### src/rtl/volatility_window_ctrl.sv
// Per-stock circular-buffer address controller for the shared volatility sample RAM.
// Writes: 1-cycle registered, never stalled. Sweeps: one beat per accepted cycle, held while i_rd_ready is low.
module volatility_window_ctrl #(
  parameter int NUM_STOCKS  = 4,
  parameter int BUFFER_SIZE = 20,
  parameter int MIN_FILL    = 2,
  parameter int AW          = $clog2(NUM_STOCKS * BUFFER_SIZE),
  parameter int SW          = (NUM_STOCKS > 1) ? $clog2(NUM_STOCKS) : 1,
  parameter int CW          = $clog2(BUFFER_SIZE + 1)
) (
  input  logic                  i_clk,
  input  logic                  i_reset,
  input  logic [SW-1:0]         i_stock_id,
  input  logic                  i_data_valid,
  input  logic                  i_clear_valid,
  input  logic [SW-1:0]         i_clear_stock_id,
  output logic                  o_write_en,
  output logic [AW-1:0]         o_write_address,
  output logic [NUM_STOCKS-1:0] o_full,
  output logic                  o_rd_valid,
  input  logic                  i_rd_ready,
  output logic [AW-1:0]         o_rd_address,
  output logic [SW-1:0]         o_rd_stock_id,
  output logic [CW-1:0]         o_rd_count,
  output logic                  o_rd_last
);

  localparam int XW = AW + 1;

  typedef enum logic {ST_IDLE, ST_SWEEP} state_t;

  state_t                  state_q, state_d;
  logic [CW-1:0]           wo_q  [NUM_STOCKS];
  logic [CW-1:0]           wo_d  [NUM_STOCKS];
  logic [CW-1:0]           cnt_q [NUM_STOCKS];
  logic [CW-1:0]           cnt_d [NUM_STOCKS];
  logic [NUM_STOCKS-1:0]   full_q, full_d;
  logic [NUM_STOCKS-1:0]   pending_q, pending_d;
  logic                    wr_en_q, wr_en_d;
  logic [AW-1:0]           wr_addr_q, wr_addr_d;
  logic [SW-1:0]           g_q, g_d;
  logic [CW-1:0]           start_q, start_d;
  logic [CW-1:0]           len_q, len_d;
  logic [CW-1:0]           idx_q, idx_d;

  logic                    sweeping;
  logic                    rd_last;
  logic                    sweep_clr;
  logic                    grant_vld;
  logic [SW-1:0]           grant_idx;
  logic [NUM_STOCKS-1:0]   clr_mask;
  logic [XW-1:0]           pos_sum;
  logic [XW-1:0]           pos_wrap;

  // Out-of-range stock ids match no slot, so they are silently ignored.
  always_comb begin
    clr_mask = '0;
    for (int s = 0; s < NUM_STOCKS; s++) begin
      clr_mask[s] = i_clear_valid && (i_clear_stock_id == SW'(s));
    end
  end

  // A stock being cleared this cycle is not granted; its window is about to vanish.
  always_comb begin
    grant_vld = 1'b0;
    grant_idx = '0;
    for (int s = NUM_STOCKS - 1; s >= 0; s--) begin
      if (pending_q[s] && !clr_mask[s]) begin
        grant_vld = 1'b1;
        grant_idx = SW'(s);
      end
    end
  end

  assign sweeping  = (state_q == ST_SWEEP);
  assign pos_sum   = XW'(start_q) + XW'(idx_q);
  assign pos_wrap  = (pos_sum >= XW'(BUFFER_SIZE)) ? (pos_sum - XW'(BUFFER_SIZE)) : pos_sum;
  assign rd_last   = sweeping && (idx_q == (len_q - CW'(1)));
  assign sweep_clr = i_clear_valid && (i_clear_stock_id == g_q);

  always_comb begin
    state_d   = state_q;
    wo_d      = wo_q;
    cnt_d     = cnt_q;
    full_d    = full_q;
    pending_d = pending_q;
    wr_en_d   = 1'b0;
    wr_addr_d = wr_addr_q;
    g_d       = g_q;
    start_d   = start_q;
    len_d     = len_q;
    idx_d     = idx_q;

    case (state_q)
      ST_IDLE: begin
        if (grant_vld) begin
          state_d              = ST_SWEEP;
          g_d                  = grant_idx;
          len_d                = cnt_q[grant_idx];
          start_d              = (cnt_q[grant_idx] == CW'(BUFFER_SIZE)) ? wo_q[grant_idx] : '0;
          idx_d                = '0;
          pending_d[grant_idx] = 1'b0;
        end
      end
      ST_SWEEP: begin
        if (sweep_clr) begin
          state_d = ST_IDLE;
        end else if (i_rd_ready) begin
          idx_d = idx_q + CW'(1);
          if (rd_last) begin
            state_d = ST_IDLE;
          end
        end
      end
      default: state_d = ST_IDLE;
    endcase

    // Write path runs after the grant so a same-cycle write re-arms pending.
    for (int s = 0; s < NUM_STOCKS; s++) begin
      if (i_data_valid && (i_stock_id == SW'(s)) && !clr_mask[s]) begin
        wr_en_d   = 1'b1;
        wr_addr_d = AW'(XW'(s * BUFFER_SIZE) + XW'(wo_q[s]));
        wo_d[s]   = (wo_q[s] == CW'(BUFFER_SIZE - 1)) ? '0 : (wo_q[s] + CW'(1));
        cnt_d[s]  = (cnt_q[s] == CW'(BUFFER_SIZE)) ? cnt_q[s] : (cnt_q[s] + CW'(1));
        if (cnt_d[s] >= CW'(MIN_FILL)) begin
          pending_d[s] = 1'b1;
        end
      end
    end

    for (int s = 0; s < NUM_STOCKS; s++) begin
      if (clr_mask[s]) begin
        wo_d[s]      = '0;
        cnt_d[s]     = '0;
        pending_d[s] = 1'b0;
      end
      full_d[s] = (cnt_d[s] == CW'(BUFFER_SIZE));
    end
  end

  always_ff @(posedge i_clk) begin
    if (i_reset) begin
      state_q   <= ST_IDLE;
      full_q    <= '0;
      pending_q <= '0;
      wr_en_q   <= 1'b0;
      wr_addr_q <= '0;
      g_q       <= '0;
      start_q   <= '0;
      len_q     <= '0;
      idx_q     <= '0;
      for (int s = 0; s < NUM_STOCKS; s++) begin
        wo_q[s]  <= '0;
        cnt_q[s] <= '0;
      end
    end else begin
      state_q   <= state_d;
      full_q    <= full_d;
      pending_q <= pending_d;
      wr_en_q   <= wr_en_d;
      wr_addr_q <= wr_addr_d;
      g_q       <= g_d;
      start_q   <= start_d;
      len_q     <= len_d;
      idx_q     <= idx_d;
      wo_q      <= wo_d;
      cnt_q     <= cnt_d;
    end
  end

  assign o_write_en      = wr_en_q;
  assign o_write_address = wr_addr_q;
  assign o_full          = full_q;
  assign o_rd_valid      = sweeping;
  assign o_rd_address    = sweeping ? AW'(XW'(g_q) * XW'(BUFFER_SIZE) + pos_wrap) : '0;
  assign o_rd_stock_id   = sweeping ? g_q : '0;
  assign o_rd_count      = sweeping ? len_q : '0;
  assign o_rd_last       = rd_last;

endmodule

### config.mk
export PLATFORM = sky130hd
export DESIGN_NAME = volatility_window_ctrl
export DESIGN_NICKNAME = d
export VERILOG_FILES = /design/src/rtl/volatility_window_ctrl.sv
export SDC_FILE = /design/constraint.sdc
export NUM_CORES = 1
export LEC_CHECK = 0
export CAP_MARGIN = 15
export CORE_ASPECT_RATIO = 1.25
export CORE_MARGIN = 2
export CORE_UTILIZATION = 45
export CTS_CLUSTER_DIAMETER = 80
export DETAILED_ROUTE_END_ITERATION = 6
export GPL_TIMING_DRIVEN = 1
export PLACE_DENSITY = 0.66
export SLEW_MARGIN = 20
export SYNTH_ARGS = -nofsm -noshare
export SYNTH_HDL_FRONTEND = slang
export SYNTH_SLANG_ARGS = --single-unit
### constraint.sdc
create_clock -name i_clk -period 3.8 [get_ports i_clk]
set_input_delay 0.38 -clock i_clk [delete_from_list [all_inputs] [get_ports i_clk]]
set_output_delay 0.38 -clock i_clk [all_outputs]
set_load 0.01 [all_outputs]
* Word-level counts from Yosys, hierarchy flattened
Index checks and enable logic that the tools add are counted.
W data, S select, Z words.
** Word-level totals
- Input port bits :: 9
- Memory bits (read-only) :: 0
- Word-level logic and storage cells :: 169
- Register bits after elaboration :: 74
- Bits in writable memories :: 0
- Bits in latches :: 0
- Memories :: 0
- Output and inout port bits :: 28
** Operators by class
- Magnitude comparators :: 8
- Bitwise logic cells :: 4
- Equality and inequality tests :: 24
- $mul :: 1
- Mux-type cells :: 64
- Reduce and logical (&&, ||, !) cells :: 32
- Shifts and indexed selects :: 0
- Divide/modulo/power cells :: 0
- Add/sub/neg operators :: 16
** Operator list (number)
- $mux W5 :: 25
- $eq A5 B5 Y1 const B :: 13
- $add A5 B1 Y5 const B :: 9
- $mux W7 :: 6
- $mux W1 :: 21
- $bmux W5 S2 :: 2
- $ge A5 B2 Y1 const B :: 4
- $logic_and A1 B1 Y1 :: 19
- $add A6 B5 Y7 const A :: 2
- $mux W2 :: 5
- $pmux W5 S2 :: 1
- $eq A2 B2 Y1 const B :: 4
- $mux W4 :: 2
- $reduce_or A2 Y1 :: 4
- $add A7 B7 Y7 :: 1
- $sub A6 B5 Y7 const B :: 1
- $add A5 B5 Y6 :: 1
- $add A5 B5 Y6 const A :: 1
- $ge A6 B5 Y1 const B :: 1
- $ne A2 B2 Y1 const B :: 3
- $eq A5 B5 Y1 :: 1
- $mul A2 B3 Y5 const B :: 1
- $sub A5 B1 Y5 const B :: 1
- $and A4 B4 Y4 :: 1
- other kinds (15) :: 20

* Longest topological paths before layout
Gate-level depths: netlist (run 1).
- Depth in word-level cells :: 18
- Mapped depth :: 15
- Depth with buffers taken out :: 15

* Least setup slack after synthesis (run 1)
OpenSTA, ideal clock, no wires.
- Path type :: flip-flop to output port
- Start point :: register idx_q[1]
- End point :: output o_rd_address[6]
- Data arrival time :: 3.233 ns
- Stages on the path, launching flop included :: 16
- Required time :: 3.420 ns
- Path buffers :: 0
- Setup slack :: 0.187 ns
- Path through :: dfxtp_1 ha_1 a21o_1 a21oi_1 xnor2_1 ha_1 nand3b_1 a311o_1 nand2_1 xnor2_1 ha_1 fa_1 a21o_1 a21oi_1 or4_1 and3_1
** On the way
- Cells in the longest elaborated chain, start to end :: 5
- Elaborated cells between the ends (all ways) :: 6
- Classes of those cells :: add/sub (3); order compare (1); mux (2)
** RTL lines
- start, declared :: line 44 : logic [CW-1:0] idx_q, idx_d;
- start signal, assigned :: line 165 : idx_q <= idx_d;
- $add A5 B5 Y6 (*) :: line 76 : assign pos_sum = XW'(start_q) + XW'(idx_q);
- $sub A6 B5 Y7 / $ge A6 B5 Y1 (equally long branches) :: line 77 : assign pos_wrap = (pos_sum >= XW'(BUFFER_SIZE)) ? (pos_sum - XW'(BUFFER_SIZE)) : pos_sum;
- $mux W7 (*) :: line 77
- $add A7 B7 Y7 (*) :: line 175 : assign o_rd_address = sweeping ? AW'(XW'(g_q) * XW'(BUFFER_SIZE) + pos_wrap) : '0;
- $mux W7 (*) :: line 175
- end, declared :: line 22 : output logic [AW-1:0] o_rd_address,
Mark *: on every way between the ends. The rest lies on a longest branch, timed or not.

* Worst setup path in the final report (run 1)
- Start point :: register start_q[1]
- End point :: output o_rd_address[6]
** On the way
- Cells in the longest elaborated chain, start to end :: 5
- Elaborated cells between the ends (all ways) :: 6
- Classes of those cells :: add/sub (3); order compare (1); mux (2)
** RTL lines
- start, declared :: line 42 : logic [CW-1:0] start_q, start_d;
- start signal, assigned :: line 163 : start_q <= start_d;
- $add A5 B5 Y6 (*) :: line 76
- $sub A6 B5 Y7 / $ge A6 B5 Y1 (equally long branches) :: line 77
- $mux W7 (*) :: line 77
- $add A7 B7 Y7 (*) :: line 175
- $mux W7 (*) :: line 175
Marked as above.

==> results of run 1 <==
## logic make-up (layout without fill, tap and decap cells)
family          Yosys count  in the layout
simple gates            225            225
compound gates          142            142
flops                    74             74
buf+inv                  56            110
xor+xnor                 46             46
fa+ha+maj                38             38
mux                      10             10
## registers in the layout, summed over array words and instances (netlist names)
signal	count
len_q	5
o_full	4
o_write_address	7
o_write_en	1
cnt_q	20
wo_q	20
pending_q	4
start_q	5
g_q	2
o_rd_valid	1
idx_q	5
## repair_timing
action | 4_1_cts | 5_1_grt
setup endpoints to repair | 4 | 5
gates cloned | 0 | 0
pin swaps | 9 | 5
resized for setup | 23 | 15
buffers inserted | 1 | 4
## power by group through the flow
| stage | logic [mW] | clock network (mW) | registers, mW |
|---|---|---|---|
| floorplan | 0.122 | 0 | 0.824 |
| global placement | 0.178 | 0 | 0.826 |
| detailed placement | 0.180 | 0 | 0.827 |
| CTS | 0.182 | 0.880 | 0.809 |
| global route | 0.201 | 0.917 | 0.812 |
| finish | 0.183 | 0.865 | 0.810 |
## per-layer routing
layer,vias to the layer above,part of all wire,GRT usage
li1,2221,-,-
met1,2131,0.42,0.2654
met2,140,0.50,0.3811
met3,26,0.050,0.04393
met4,0,0.028,0.09462
met5,-,0,0
## critical path: stages (launching register included)
cell and delay, ns:
dfxtp_2 0.36, ha_4 0.20, a21o_1 0.17, a21oi_2 0.16, xnor2_1 0.16, ha_2 0.20, nand3b_1 0.09, a311o_1 0.32
nand2_2 0.15, xnor2_2 0.13, ha_2 0.21, fa_2 0.20, a21o_1 0.12, a21oi_2 0.05, or4_1 0.38, and3_1 0.17
buf_2 0.13
## cells in the final DEF, fill, tap and decap left out, types with 5 or more instances in the layout
cell type | synthesis | final
a211oi_1 | 8 | 8
a21o_1 | 5 | 5
a21oi_1 | 38 | 35
a221oi_1 | 5 | 5
a31oi_1 | 8 | 8
and2_1 | 10 | 10
buf_4 | 2 | 24
clkbuf_16 | 0 | 9
clkdlybuf4s50_1 | 0 | 32
dfxtp_1 | 74 | 70
ha_1 | 36 | 31
inv_1 | 30 | 29
mux2i_1 | 9 | 8
nand2_1 | 55 | 54
nand2b_1 | 5 | 5
nand3_1 | 10 | 10
nand3b_1 | 6 | 6
nand4_1 | 11 | 11
nor2_1 | 75 | 75
nor2b_1 | 8 | 8
nor3_1 | 14 | 14
o21ai_0 | 13 | 13
o21ai_1 | 7 | 7
o31ai_1 | 11 | 11
o32ai_1 | 5 | 5
xnor2_1 | 33 | 31
xor2_1 | 13 | 13
## Yosys cell counts (4+ instances only)
library cell,n
o21ai_0,13
a211oi_1,8
xnor2_1,33
a21oi_1,38
and2_1,10
ha_1,36
a21o_1,5
o41ai_1,4
nor2_1,75
nor2b_1,8
nor4_1,4
mux2i_1,9
a31oi_1,8
o32ai_1,5
and3b_1,4
xor2_1,13
a221oi_1,5
clkbuf_1,16
inv_1,30
o22ai_1,4
nor3_1,14
a221oi_2,4
a21boi_0,4
nand3_1,10
nand3b_1,6
o21ai_1,7
a222oi_1,4
nand2_1,55
nor3b_1,4
nand4_1,11
dfxtp_1,74
o31ai_1,11
nand2b_1,5
## path summary, 6_finish.rpt
kind,slack (ns),to,from,cells after the start
worst max-delay path,-0.14,o_rd_address[6],start_q[1],16
worst min-delay path,0.47,start_q[2],start_q[2],2
worst max register to register,1.36,start_q[4],pending_q[1],6
worst min register to register,0.47,start_q[2],start_q[2],2
## layout make-up
cell class,count,share of cell area
Timing Repair Buffer,62,0.09222
Tap cell,132,0.02805
Clock inverter,4,0.008287
Inverter,32,0.02040
Clock buffer,12,0.04356
Multi-Input combinational cell,461,0.5550
Sequential cell,74,0.2524
## metrics by stage
stage / instances / area, µm² / setup slack [ns] / hold slack [ns] / total power, mW
2_1_floorplan: 591 / 4888 / 0.1866 / 0.4318 / 0.9457
3_3_place_gp: 756 / 5464 / -0.2111 / 0.4523 / 1.004
3_5_place_dp: 756 / 5464 / -0.3144 / 0.4639 / 1.007
4_1_cts: 773 / 5811 / -0.1471 / 0.4729 / 1.872
5_1_grt: 777 / 5888 / -0.3163 / 0.4979 / 1.931
6_report: 777 / 5888 / -0.1401 / 0.4667 / 1.858
==> results.yml, run 1 <==
place:
  gp_congestion: 0.8809
  port_buffers: 36
  dp_hpwl_um: 9675
floorplan:
  fp.dieW_um: 97.23
  die_h_um: 120.5
  core_area_mm2: 0.01062
  start_util: 0.4605
  die_area_mm2: 0.01172
  ios: 37
  num_rows: 42
cts:
  htree_num_levels: 3
  cts_sinks: 74
  ctsHoldBuffers: 0
  clk_latency_ns: 0.34
  cts_tree: "built"
  path_clk_slew_ns: 0.06
  cts_made_buffers: 9
  clockRootBuffer: "clkbuf_16"
  cts_buffer_depth: 2
synthesis:
  ys_ff_latch: 74
  synth_xor_area_frac: 0.08242
  synthAdderAreaFrac: 0.1003
  post_synth.cell_area_avg_um2: 8.271
  synth_top_area_frac: 0.3030
  synth.mux.area_fraction: 0.02150
  seq_area_frac_synth: 0.3030
  syn_inst: 591
  synth_area_mm2: 0.004888
  synth_edf_count: 0
  synth_top_family_by_area: "simple AND/OR/NAND/NOR gates"
  synth_ff_type: "dfxtp_1"
  synth_top_area_cell: "dfxtp_1"
  synth_area_leaders: "dfxtp_1 30%, ha_1 9.2%, xnor2_1 5.9%"
  synth-async-reset-ratio: 0
  syn_nets: 638
  synth-compound-area-share: 0.2150
  synth-simple-area-share: 0.2311
  ys_types: 70
  yosysWarningCount: 0
sta:
  timing.final.crit_share: 1.037
  fin_worst_skew_ns: 0.005586
  maxSlewViolCount: 0
  tightest_slew_ns: 0.8127
  clock.fmax_mhz: 253.8
  setup-tns-final_ns: -0.2229
  setup_viol: 2
  relSlewSlack: 0.4546
  rsz0062_at_grt: "yes"
  hold_viol_final: 0
  layout_min_cycle_time_ns: 3.940
  fin_ws_ns: -0.1401
drt:
  first_pass_iters: 5
  drt_iter0_markers: 247
  drc_errors: 0
  antenna_left: 0
  num_vias: 4518
  finalWirelength_um: 12690
  viasPerCell: 5.815
  routedWlPerCell_um: 16.33
global_routing:
  grt_pass1_vias: 4301
  grt_start_max_net_pins: 26
  grt_antenna_before_repair: 0
  gr-usage-all-layers: 0.2199
  grt_overflow: 0
  grt_pass1_wl_um: 20970
worst_setup_path:
  crit_path_end_kind: "output pin"
  path_max_fanout: 3
  worstSetupPathType: "reg -> out"
  crit_required_ns: 3.42
  cp_data_arrival_time_ns: 3.56
  cp-start-kind: "flop"
hold_path:
  hp-class: "reg -> reg"
final_layout:
  nets: 687
  area_growth_pct: 20.45
  final_util: 0.5547
  multi_input_area_mm2: 0.003268
  diodes: 0
  regArea_mm2: 0.001486
  drive_gt1_frac: 0.1302
  nFillCells: 1015
power:
  power_leakage_nw: 2.235
  p_int_mw: 1.408
  pwr-share-clk: 0.466
  combPwrFrac: 0.099
  swShare: 0.2422
  p_switching_uw: 450.2
  vdd_ir_drop_max_v: 0.0002028
  power_density_mw_per_mm2: 315.6
  p_seq_frac: 0.436
run_status:
  violations: "setup timing"
  status: "finished, violations left"
job:
  cap_viol_max_count: 0
Power figures use the tool's default switching activity.
==> inputs of run 2 (changes only) <==
--- a/config.mk
+++ b/config.mk
@@ -12,7 +12,7 @@
 export CTS_CLUSTER_DIAMETER = 80
 export DETAILED_ROUTE_END_ITERATION = 6
 export GPL_TIMING_DRIVEN = 1
-export PLACE_DENSITY = 0.66
+export PLACE_DENSITY = 0.77
 export SLEW_MARGIN = 20
 export SYNTH_ARGS = -nofsm -noshare
 export SYNTH_HDL_FRONTEND = slang
==> run 2 against run 1 <==
Compared with the run above: global-route usage rose by 0.74 points; largest cell class unchanged; flip-flop and latch count unchanged; critical endpoint unchanged; the flow still finishes with violations (setup timing); largest power group unchanged; maximum frequency decreased by 1.7%; combinational power about the same; highest routed layer unchanged.
==> results.yml, run 2 (same netlist as run 1, synthesis figures left out) <==
cts:
  clk_latency_ns: 0.34
  clockRootBuffer: "clkbuf_16"
  htree_num_levels: 3
  cts_buffer_depth: 2
  path_clk_slew_ns: 0.06
  cts_made_buffers: 9
  cts_tree: "built"
  cts_sinks: 74
final_layout:
  area_growth_pct: 21.14
  nets: 690
  mostFrequentLayoutCell: "nor2_1"
  drive_gt1_frac: 0.1312
  final_cell_mix: "75 x nor2_1, 70 x dfxtp_1, 54 x nand2_1, 35 x a21oi_1"
  diodes: 0
sta:
  tightest_slew_ns: 0.8810
  timing.final.crit_share: 1.054
  clock.fmax_mhz: 249.6
  rsz0062_at_grt: "yes"
  worst_hold_slack_ns: 0.4657
  setup_viol: 2
  layout_min_cycle_time_ns: 4.006
  relSlewSlack: 0.4127
  fin_worst_skew_ns: 0.007189
  maxSlewViolCount: 0
  fin_ws_ns: -0.2064
  hold_viol_final: 0
hold_path:
  hold_end: "start_q[2]"
  hold_depth: 2
  hp-start: "start_q[2]"
  hp-class: "reg -> reg"
drt:
  routedWlPerCell_um: 16.84
  viasPerCell: 5.904
  first_pass_iters: 5
  drt_iter0_markers: 343
  finalWirelength_um: 13130
  num_vias: 4605
  drc_errors: 0
  antenna_left: 0
worst_setup_path:
  timing.rr.start: "pending_q[1]"
  cp-start-kind: "flop"
  crit_path_cell_trace: "ha_4 -> a21o_1 -> a21oi_2 -> xnor2_1 -> ha_2 -> nand3b_1 -> a311o_1 -> nand2_2 -> xnor2_2 -> ha_2 -> fa_2 -> a21o_1 -> a21oi_2 -> or4_1 -> and3_1 -> buf_2"
  crit_family: "adder cells"
  rr_worst_depth: 6
  critPathBufInv: 1
  rrSetupSlack_ns: 1.41
  worstSetupPathType: "reg -> out"
  cp_slowest_stage_delay_ns: 0.40
  cp_data_arrival_time_ns: 3.63
  cp_num_cells: 16
  crit_path_end_kind: "output pin"
  crit_required_ns: 3.42
  path_max_fanout: 3
  r2r-end: "start_q[1]"
  slowest_stage: "or4_1"
run_status:
  violations: "setup timing"
  status: "finished, violations left"
floorplan:
  start_util: 0.4605
  core_area_mm2: 0.01062
  die_area_mm2: 0.01172
  fp.dieW_um: 97.23
  num_rows: 42
  ios: 37
  die_h_um: 120.5
global_routing:
  grt_overflow: 0
  grt_start_max_net_pins: 26
  grt_pass1_vias: 4498
  gr-usage-all-layers: 0.2273
  grt_antenna_before_repair: 0
  grt_pass1_wl_um: 21800
place:
  port_buffers: 36
  dp_hpwl_um: 9650
  gp_congestion: 0.9120
power:
  power_density_mw_per_mm2: 324.3
  vdd_ir_drop_max_v: 0.0002089
  power_leakage_nw: 2.264
  finalPower_mw: 1.921
job:
  cap_viol_max_count: 0
[run 2: changes by cell type in the layout (fill, tap and decap cells not counted), sizes merged]
| cell | previous run | this run |
|---|---|---|
| buf | 29 | 31 |
| bufinv | 1 | 2 |
| clkinv | 2 | 1 |
| dlygate4sd2 | 0 | 1 |
[run 2: worst min-delay path: cells and delay by family (launching register included)]
family	cells	cell delay [ns]
AOI/OAI and AO/OA	1	0.05
and+or+nand+nor	1	0.05
DFF	1	0.31
[run 2: how the worst max path moves through the flow]
stage,endpoint,startpoint
detailed placement,o_rd_address[6],start_q[1]
global placement,o_rd_address[6],start_q[1]
floorplan,o_rd_address[6],idx_q[1]
CTS,o_rd_address[6],idx_q[0]
global route,o_rd_address[6],start_q[1]
finish,o_rd_address[6],start_q[1]
[run 2: timing repair]
action	in CTS	in global routing
gates cloned	0	0
setup buffers	8	1
pin swaps	15	4
endpoints found under the setup margin	4	4
endpoints found under the hold margin	0	0
hold buffers	0	0
resized for setup	33	3
[run 2: routing by layer]
metal | wire [µm] | GRT usage | up-vias
li1 | - | - | 2223
met5 | 0 | 0 | -
met3 | 533 | 0.03121 | 33
met1 | 5338 | 0.2539 | 2196
met2 | 6873 | 0.4258 | 153
met4 | 387 | 0.1042 | 0
[run 2: final cells by class]
type / count / area [µm²]
Clock buffer: 12 / 246.5
Clock inverter: 4 / 73.82
Fill cell: 969 / 4693
Inverter: 32 / 120.1
Multi-Input combinational cell: 461 / 3261
Sequential cell: 74 / 1486
Tap cell: 132 / 165.2
Timing Repair Buffer: 65 / 569.3
[run 2: metrics by stage]
stage | TNS (ns) | setup slack (ns) | utilization | std cells | cell area, µm²
5_1_grt | -0.8359 | -0.4056 | 0.5579 | 780 | 5922
3_3_place_gp | -0.2399 | -0.1916 | 0.5140 | 755 | 5456
4_1_cts | -0.2480 | -0.1803 | 0.5574 | 779 | 5917
6_report | -0.2779 | -0.2064 | 0.5579 | 780 | 5922
2_1_floorplan | 0 | 0.1866 | - | 591 | 4888
3_5_place_dp | -0.5843 | -0.3451 | 0.5140 | 755 | 5456
[run 2: power breakdown]
group	total [mW]	switching (mW)	internal [mW]
registers	0.810	0.0190	0.791
logic	0.185	0.111	0.0738
clock network	0.926	0.331	0.594
total	1.92	0.461	1.46
